**config.mk**
```make
export PLATFORM = sky130hd
export DESIGN_NAME = d_jb_predict_ctrl
export DESIGN_NICKNAME = d
export VERILOG_FILES = /design/src/rtl/d_jb_pkg.sv /design/src/rtl/d_jb_predict_ctrl_bht.sv /design/src/rtl/d_jb_predict_ctrl.sv
export SDC_FILE = /design/constraint.sdc
export NUM_CORES = 1
export LEC_CHECK = 0
export CAP_MARGIN = 10
export CORE_MARGIN = 1
export CORE_UTILIZATION = 51
export DETAILED_ROUTE_END_ITERATION = 16
export PLACE_DENSITY_LB_ADDON = 0.15
export SYNTH_ARGS = -nofsm -noshare
export SYNTH_HDL_FRONTEND = slang
export SYNTH_SLANG_ARGS = --single-unit
export TNS_END_PERCENT = 5
```
**constraint.sdc**
```tcl
create_clock -name i_clk -period 5.8 [get_ports i_clk]
set_input_delay 1.16 -clock i_clk [delete_from_list [all_inputs] [get_ports i_clk]]
set_output_delay 1.16 -clock i_clk [all_outputs]
set_load 0.1 [all_outputs]
```
**src/rtl/d_jb_pkg.sv**
```systemverilog
// Shared encodings for the decode-stage jump/branch predictor: MIPS opcodes,
// control output encodings and the resolution FSM states.
package d_jb_pkg;

    localparam logic [5:0] OP_RTYPE  = 6'b000000;
    localparam logic [5:0] OP_REGIMM = 6'b000001;
    localparam logic [5:0] OP_J      = 6'b000010;
    localparam logic [5:0] OP_JAL    = 6'b000011;
    localparam logic [5:0] OP_BEQ    = 6'b000100;
    localparam logic [5:0] OP_BNE    = 6'b000101;
    localparam logic [5:0] OP_BLEZ   = 6'b000110;
    localparam logic [5:0] OP_BGTZ   = 6'b000111;
    localparam logic [5:0] FN_JR     = 6'b001000;

    typedef enum logic [2:0] {
        BOP_NONE = 3'b000,
        BOP_BEQ  = 3'b001,
        BOP_BNE  = 3'b010,
        BOP_BLEZ = 3'b011,
        BOP_BGTZ = 3'b100,
        BOP_BLTZ = 3'b101,
        BOP_BGEZ = 3'b110
    } bop_e;

    typedef enum logic [1:0] {
        JMP_NONE = 2'b00,
        JMP_J    = 2'b01,
        JMP_JR   = 2'b10
    } jump_e;

    typedef enum logic [1:0] {
        IDLE     = 2'b00,
        PENDING  = 2'b01,
        REDIRECT = 2'b10
    } state_e;

endpackage

```
**src/rtl/d_jb_predict_ctrl_bht.sv**
```systemverilog
// Table of saturating direction counters: combinational lookup, one
// synchronous train port, every entry reset to weakly not-taken.
module d_jb_bht #(
    parameter int DEPTH = 64,
    parameter int CTR_W = 2,
    parameter int IDX_W = $clog2(DEPTH)
) (
    input  logic             i_clk,
    input  logic             i_rst,
    input  logic [IDX_W-1:0] i_rd_idx,
    output logic [CTR_W-1:0] o_rd_ctr,
    input  logic             i_upd_en,
    input  logic [IDX_W-1:0] i_upd_idx,
    input  logic             i_upd_taken
);

    localparam logic [CTR_W-1:0] CTR_INIT = CTR_W'((1 << (CTR_W - 1)) - 1);
    localparam logic [CTR_W-1:0] CTR_MAX  = '1;

    logic [DEPTH-1:0][CTR_W-1:0] ctr_q, ctr_d;
    logic [CTR_W-1:0]            cur;

    // Lookup sees the pre-update value when the same entry is trained.
    assign o_rd_ctr = ctr_q[i_rd_idx];

    always_comb begin
        ctr_d = ctr_q;
        cur   = ctr_q[i_upd_idx];
        if (i_upd_en) begin
            if (i_upd_taken && cur != CTR_MAX)
                ctr_d[i_upd_idx] = cur + 1'b1;
            else if (!i_upd_taken && cur != '0)
                ctr_d[i_upd_idx] = cur - 1'b1;
        end
    end

    always_ff @(posedge i_clk or posedge i_rst) begin
        if (i_rst) ctr_q <= {DEPTH{CTR_INIT}};
        else       ctr_q <= ctr_d;
    end

endmodule

```
**src/rtl/d_jb_predict_ctrl.sv**
```systemverilog
// Decode-stage jump/branch control: decoder, target adder, direction predictor
// and the single-outstanding-branch resolution FSM with mispredict redirect.
module d_jb_predict_ctrl
    import d_jb_pkg::*;
#(
    parameter int PC_W      = 32,
    parameter int BHT_DEPTH = 64,
    parameter int CTR_W     = 2,
    parameter int CNT_W     = 16,
    parameter int EXT_BR    = 1
) (
    input  logic             i_clk,
    input  logic             i_rst,
    input  logic [5:0]       i_con_instru,
    input  logic [5:0]       i_con_func,
    input  logic             i_con_rt,
    input  logic             i_dec_valid,
    input  logic             i_stall,
    input  logic [PC_W-1:0]  i_pc,
    input  logic [15:0]      i_imm16,
    input  logic             i_res_valid,
    input  logic             i_res_taken,
    output logic [1:0]       o_con_jump,
    output logic [2:0]       o_con_bop,
    output logic             o_con_aluPC4,
    output logic             o_pred_taken,
    output logic [PC_W-1:0]  o_pred_target,
    output logic             o_stall_req,
    output logic             o_flush,
    output logic [PC_W-1:0]  o_redirect_pc,
    output logic [CNT_W-1:0] o_mispred_cnt
);

    localparam int IDX_W = $clog2(BHT_DEPTH);

    jump_e            jump;
    bop_e             bop;
    logic             is_cond;
    logic [IDX_W-1:0] rd_idx;
    logic [CTR_W-1:0] rd_ctr;
    logic             pred_raw;
    logic [PC_W-1:0]  pc4, br_off;
    logic             upd_en;

    state_e           state_q, state_d;
    logic [IDX_W-1:0] idx_q, idx_d;
    logic             pred_q, pred_d;
    logic [PC_W-1:0]  fallback_q, fallback_d;
    logic [CNT_W-1:0] mispred_cnt_q, mispred_cnt_d;

    always_comb begin
        jump         = JMP_NONE;
        bop          = BOP_NONE;
        o_con_aluPC4 = 1'b0;
        case (i_con_instru)
            OP_RTYPE:  if (i_con_func == FN_JR) jump = JMP_JR;
            OP_J:      jump = JMP_J;
            OP_JAL: begin
                jump         = JMP_J;
                o_con_aluPC4 = 1'b1;
            end
            OP_BEQ:    bop = BOP_BEQ;
            OP_BNE:    bop = BOP_BNE;
            OP_BLEZ:   if (EXT_BR != 0) bop = BOP_BLEZ;
            OP_BGTZ:   if (EXT_BR != 0) bop = BOP_BGTZ;
            OP_REGIMM: if (EXT_BR != 0) bop = i_con_rt ? BOP_BGEZ : BOP_BLTZ;
            default: ;
        endcase
    end

    assign o_con_jump    = jump;
    assign o_con_bop     = bop;
    assign is_cond       = (bop != BOP_NONE);
    assign rd_idx        = i_pc[IDX_W+1:2];
    assign pred_raw      = rd_ctr[CTR_W-1];
    assign pc4           = i_pc + PC_W'(4);
    assign br_off        = {{(PC_W-18){i_imm16[15]}}, i_imm16, 2'b00};
    assign o_pred_target = pc4 + br_off;
    assign o_mispred_cnt = mispred_cnt_q;

    d_jb_bht #(
        .DEPTH (BHT_DEPTH),
        .CTR_W (CTR_W),
        .IDX_W (IDX_W)
    ) u_bht (
        .i_clk       (i_clk),
        .i_rst       (i_rst),
        .i_rd_idx    (rd_idx),
        .o_rd_ctr    (rd_ctr),
        .i_upd_en    (upd_en),
        .i_upd_idx   (idx_q),
        .i_upd_taken (i_res_taken)
    );

    always_comb begin
        state_d       = state_q;
        idx_d         = idx_q;
        pred_d        = pred_q;
        fallback_d    = fallback_q;
        mispred_cnt_d = mispred_cnt_q;
        upd_en        = 1'b0;
        o_stall_req   = 1'b0;
        o_pred_taken  = pred_raw & is_cond;
        o_flush       = 1'b0;
        o_redirect_pc = '0;
        case (state_q)
            IDLE: begin
                if (i_dec_valid && is_cond && !i_stall) begin
                    state_d    = PENDING;
                    idx_d      = rd_idx;
                    pred_d     = pred_raw;
                    // Keep the path we did not predict, for use on mispredict.
                    fallback_d = pred_raw ? pc4 : o_pred_target;
                end
            end
            PENDING: begin
                o_stall_req = i_dec_valid & is_cond;
                if (i_res_valid) begin
                    upd_en = 1'b1;
                    if (i_res_taken == pred_q) begin
                        state_d = IDLE;
                    end else begin
                        state_d = REDIRECT;
                        if (mispred_cnt_q != '1) mispred_cnt_d = mispred_cnt_q + 1'b1;
                    end
                end
            end
            REDIRECT: begin
                o_flush       = 1'b1;
                o_redirect_pc = fallback_q;
                o_pred_taken  = 1'b0;
                state_d       = IDLE;
            end
            default: state_d = IDLE;
        endcase
    end

    always_ff @(posedge i_clk or posedge i_rst) begin
        if (i_rst) begin
            state_q       <= IDLE;
            idx_q         <= '0;
            pred_q        <= 1'b0;
            fallback_q    <= '0;
            mispred_cnt_q <= '0;
        end else begin
            state_q       <= state_d;
            idx_q         <= idx_d;
            pred_q        <= pred_d;
            fallback_q    <= fallback_d;
            mispred_cnt_q <= mispred_cnt_d;
        end
    end

endmodule

```
; Yosys cells after proc, flatten, opt, wreduce, memory -nomap -nowiden
; Cells that the tools add are included.
[classes]
addsub = 5
n_lt_le_gt_ge = 3
n_eq_ne = 15
n_mux = 26
bitwise = 3
reduce_logical = 17
[ops]
columns = op, count
row1 = bitwise mux 128 bit, 2
row2 = two-way mux 128 bit, 2
row3 = two-way mux 32 bit, 2
row4 = adder 32 x 3 -> 32 bit (second input constant), 1
row5 = adder 32 bit, 1
row6 = binary-select mux 2 bit (select 6 bit), 2
row7 = == test 6 x 3 -> 1 bit (second input constant), 4
row8 = adder 16 x 1 -> 16 bit (second input constant), 1
row9 = two-way mux 2 bit, 8
row10 = != test 16 bit (second input constant), 1
row11 = one-hot mux 3 bit (5 select lines), 1
row12 = < comparator 6 x 7 -> 1 bit (second input constant), 2
row13 = demux 2 bit (select 6 bit), 1
row14 = == test 6 x 2 -> 1 bit (second input constant), 2
row15 = one-hot mux 2 bit (2 select lines), 2
row16 = == test 6 x 1 -> 1 bit (second input constant), 1
row17 = == test 6 x 4 -> 1 bit (second input constant), 1
row18 = >= comparator 6 x 1 -> 1 bit (second input constant), 1
row19 = zero test 6 bit, 1
row20 = two-way mux 1 bit, 6
row21 = != test 2 bit (second input constant), 3
row22 = AND reduction 2 bit, 3
row23 = logical AND 1 bit, 5
row24 = AND reduction 4 bit, 1
row25 = 12 further kinds, 15
[totals]
reg_bits = 185
input_bits = 67
output_inout_bits = 89
elab_cells = 138

; Depth between registers and ports, before layout
[depth]
ltp_word = 7
ltp_mapped = 18
ltp_nobuf = 15

; By module
; From an unflattened synthesis, not the netlist that was laid out.
[unflattened]
hier_cells = 1277
hier_area_um2 = 12500.7
[modules_own_cells]
columns = module, instances, cells_each, area_each_um2, seq_area_each_um2
row1 = d_jb_bht, 1, 652, 7327.0, 3283.1
row2 = d_jb_predict_ctrl, 1, 625, 5173.7, 1426.4

; Worst setup path after synthesis
; Ideal clock, no wire load.
[synth_timing]
path_type = input to output
from = in i_pc[6]
to = out o_pred_target[30]
t_arrival_ns = 5.630
required_ns = 4.640
path_slack_ns = -0.990
path_stages = 14
path_buffers = 2
cell_sequence = buf_2 > nand3_1 > or3_1 > nor3_2 > nand3_1 > xnor2_1 > ha_1 > clkbuf_1 > nand2_1 > or4_1 > o21a_1 > o21ai_0 > nor2_1 > xnor2_1
[synth_between]
elab_chain_len = 2
[synth_lines]
columns = item, line_no
row1 = "start, declared", d_jb_predict_ctrl.sv:19  ; input logic [PC_W-1:0] i_pc,
row2 = adder 32 x 3 -> 32 bit, d_jb_predict_ctrl.sv:76  ; assign pc4 = i_pc + PC_W'(4);
row3 = adder 32 bit, d_jb_predict_ctrl.sv:78  ; assign o_pred_target = pc4 + br_off;
row4 = "end, declared", d_jb_predict_ctrl.sv:27  ; output logic [PC_W-1:0] o_pred_target,
; No other way between the ends.

; Final worst setup path
[layout_timing]
from = in i_pc[3]
to = out o_pred_target[23]
; The elaborated chain is that of the path after synthesis.

==> metrics.csv <==
metric,value,unit
outcome,"complete, no violations",
"reg-to-reg slack, setup",620,ps
Post-Synthesis Mean Instance Area,10.1,µm²
final worst path period need,5660,ps
Initial Utilization,51.9,%
detail-routed net length per standard cell,20.6,µm
sequential cell area fraction in the yosys report,40.1,%
Compound-Gate Fraction of Synth Area,17.2,%
number of fill cells in the layout,1724,
top cells by instance count after synthesis,"164 x sky130_fd_sc_hd__nand2_1, 121 x sky130_fd_sc_hd__dfrtp_1, 69 x sky130_fd_sc_hd__mux2_2",
highest clock rate,0.177,GHz
Detail Route Antenna Nets,0,
proportion of synthesized area in mux cells,13.0,%
Remaining DRCs,0,
endpoint type of the worst setup path,primary output,
pin count of the biggest net entering global routing,100,
number of global-route vias before repair,10200,
vias per inst,6.09,
clk sink count,185,
worst hold slack,478,ps
syn nets,1273,
GR Util met3,5.41,%
first-pass detailed-route iteration total,5,
worst setup path category,input pin to primary output,
fraction of final layout cells with drive strength greater than 1,29.2,%
maximum resistive drop on vdd,0.246,mV
pin slew with the least headroom to its limit,1060,ps
unique cell type count in the Yosys netlist,82,
CTS tree,yes,
R2R cell count,15,
total placed cells including tap cells,1669,
clock-pin slew of the registers on the worst-case setup and hold paths,80,ps
post-synth top area share,25.8,%
arrival time of data at the critical path endpoint,4500,ps
leading cell type by number of instances after synthesis,sky130_fd_sc_hd__nand2_1,
number of nets in the finished design,1514,
kind of start point of the critical path,input pin,
most used routing layer in global routing,met2,
post-synth top area cell,sky130_fd_sc_hd__dfrtp_1,
main flop type after synthesis,sky130_fd_sc_hd__dfrtp_1,
max cap viols,0,
GR met2 Demand/Resource,50.1,%
latest clock arrival within the worst-skew pair,440,ps
max-slew violation count,0,
ys async rst share,100,%
Yosys Warn Count,0,
CTS max path bufs,2,
synthesized netlist cell count,1166,
area of the core region,22600,µm²
io pins,156,
final wirelength,35.2,mm
Total Die Area,23600,µm²
Adder-Cell Fraction of Synth Area,4.33,%
antenna violations before repair,0,
worst reg2reg startpoint,idx_q[2],
synthesized flop and latch total,185,
Num CTS Buffers,17,
H-tree depth,4,
Final Non-Filler Cells,1705,
"area fraction in and, or, nand and nor cells after synthesis",16.9,%
share of the synthesized netlist area taken by xor and xnor gates,5.37,%
sum of overflow across all layers after global routing,0,
global routing met1 resource utilization,41.0,%
main combinational cell family by area after synthesis,compound AO/OA/AOI/OAI gates,
maximum fanout count along the critical path,5,
GRT Overall Usage,30.3,%
final number of hold-violating endpoints,0,
root cell of the clock tree,sky130_fd_sc_hd__clkbuf_16,
overall via count from detail_route,10400,
Final period util,97.6,%
RR Endpoint,u_bht.ctr_q[111],
top cells by area in the synthesized netlist,"sky130_fd_sc_hd__dfrtp_1 26%, sky130_fd_sc_hd__dfstp_2 14%, sky130_fd_sc_hd__mux2_2 6.6%",
min-delay src,fallback_q[21],
"Req. time, crit path",4640,ps
I/O Buffers,155,
number of DRC markers in iteration 0,885,
number of standard-cell rows in the floorplan,55,
chip height,154,µm
Worst Hold Path EP,fallback_q[21],
Post-synth EDFFs,0,
leakage power summed over all cells,6.76,nW
Syn-to-layout area delta,31.7,%
Fin Clk Skew,13.6,ps
Detail Placement HPWL,25.4,mm
Horiz. Die Dim,154,µm
wire length of the first global-routing pass,56.2,mm
cell area after technology mapping,11700,µm²
weighted congestion reported at the end of routability-driven placement,0.916,
Hold Path Stages,2,
total power density per cell area,289,nW/µm²
Max transition margin,29.1,%
final number of setup-violating endpoints,0,
worst min path class,flop to flop,
number of antenna repair diodes,0,
[kinds of logic (layout without fill, tap and decap cells)]
family / count (synthesis) / count (layout)
adder cells (fa/ha/maj): 40 / 40
buffers and inverters: 84 / 338
XOR/XNOR: 72 / 72
multiplexers: 117 / 117
flip-flops: 185 / 185
AO/OA/AOI/OAI: 274 / 274
AND/OR/NAND/NOR: 394 / 394
[through the flow]
step	cell area [µm²]	TNS [ps]	worst slack, ps	power [mW]	utilization, %
2_1_floorplan	11800	-35880	-448	2.61	-
3_3_place_gp	14700	-472	-121	3.27	65.0
3_5_place_dp	14700	-1300	-228	3.29	65.0
4_1_cts	15400	0	4.31	4.48	68.0
5_1_grt	15500	-46.6	-38.4	4.65	68.3
6_report	15500	0	138	4.48	68.3
[how the worst max path moves through the flow]
stage | startpoint | to | slack [ps] | depth (start not counted)
6_report | i_pc[3] | o_pred_target[23] | 140 | 16
5_1_grt | i_pc[2] | o_pred_target[23] | -40 | 16
4_1_cts | i_pc[9] | o_pred_target[30] | 4 | 16
3_5_place_dp | i_pc[2] | o_pred_target[30] | -230 | 17
3_3_place_gp | i_pc[2] | o_pred_target[29] | -120 | 18
2_1_floorplan | i_pc[6] | o_pred_target[21] | -450 | 12
[worst max-delay path: stages]
cell	delay [ps]
sky130_fd_sc_hd__dlygate4sd2_1	220
sky130_fd_sc_hd__ha_2	190
sky130_fd_sc_hd__nand3_2	80
sky130_fd_sc_hd__or3_4	380
sky130_fd_sc_hd__nor3_4	220
sky130_fd_sc_hd__nand3_2	130
sky130_fd_sc_hd__xnor2_2	230
sky130_fd_sc_hd__ha_1	270
sky130_fd_sc_hd__buf_4	160
sky130_fd_sc_hd__a21oi_4	160
sky130_fd_sc_hd__and2_4	180
sky130_fd_sc_hd__nand2_1	80
sky130_fd_sc_hd__o2111a_2	320
sky130_fd_sc_hd__or3_1	380
sky130_fd_sc_hd__and2_4	180
sky130_fd_sc_hd__buf_12	160
[cell type report]
class / instances / area [µm²] / share of cell area [%]
multi-input combinational: 897 / 6900 / 44.6
timing repair buffer: 287 / 2830 / 18.3
sequential: 185 / 4710 / 30.5
tap: 285 / 357 / 2.31
clock inverter: 13 / 151 / 0.979
inverter: 19 / 76.3 / 0.493
clock buffer: 19 / 443 / 2.86
[repair_timing]
action	4_1_cts	5_1_grt
gates resized for setup	27	18
pin swaps	9	16
endpoints found under the setup margin	9	9
hold endpoints to repair	0	0
setup buffers	2	2
hold buffers	0	0
[layer usage]
metal,vias to the layer above,part of all wire (%)
li1,4783,-
met1,5104,44
met2,432,47
met3,70,6.7
met4,0,2.2
met5,-,0
[layout by cell type (no fill, tap or decap), types with 11 or more instances in the layout]
cell and instances:
sky130_fd_sc_hd__clkdlybuf4s50_1 108, sky130_fd_sc_hd__mux4_2 20, sky130_fd_sc_hd__nor3_1 11, sky130_fd_sc_hd__a22oi_1 24
sky130_fd_sc_hd__a22o_1 67, sky130_fd_sc_hd__nand4_1 16, sky130_fd_sc_hd__clkbuf_16 17, sky130_fd_sc_hd__dfstp_2 64
sky130_fd_sc_hd__ha_1 37, sky130_fd_sc_hd__and2_1 37, sky130_fd_sc_hd__buf_12 30, sky130_fd_sc_hd__and3_1 13
sky130_fd_sc_hd__mux2i_1 25, sky130_fd_sc_hd__nand3_1 26, sky130_fd_sc_hd__inv_1 17, sky130_fd_sc_hd__xor2_1 22
sky130_fd_sc_hd__buf_4 137, sky130_fd_sc_hd__a21oi_1 30, sky130_fd_sc_hd__nand2_1 164, sky130_fd_sc_hd__a21o_1 19
sky130_fd_sc_hd__mux2_2 69, sky130_fd_sc_hd__nand2b_1 14, sky130_fd_sc_hd__xnor2_1 39, sky130_fd_sc_hd__nor2_1 46
sky130_fd_sc_hd__dfrtp_1 121, sky130_fd_sc_hd__o21ai_0 41
[power breakdown]
group	leakage [nW]	switching [mW]	internal (mW)
combinational	4.17	1.16	0.644
sequential	2.30	0.0959	1.39
clock	0.290	0.586	0.592
Note: power is estimated with default switching activity, not from simulation.
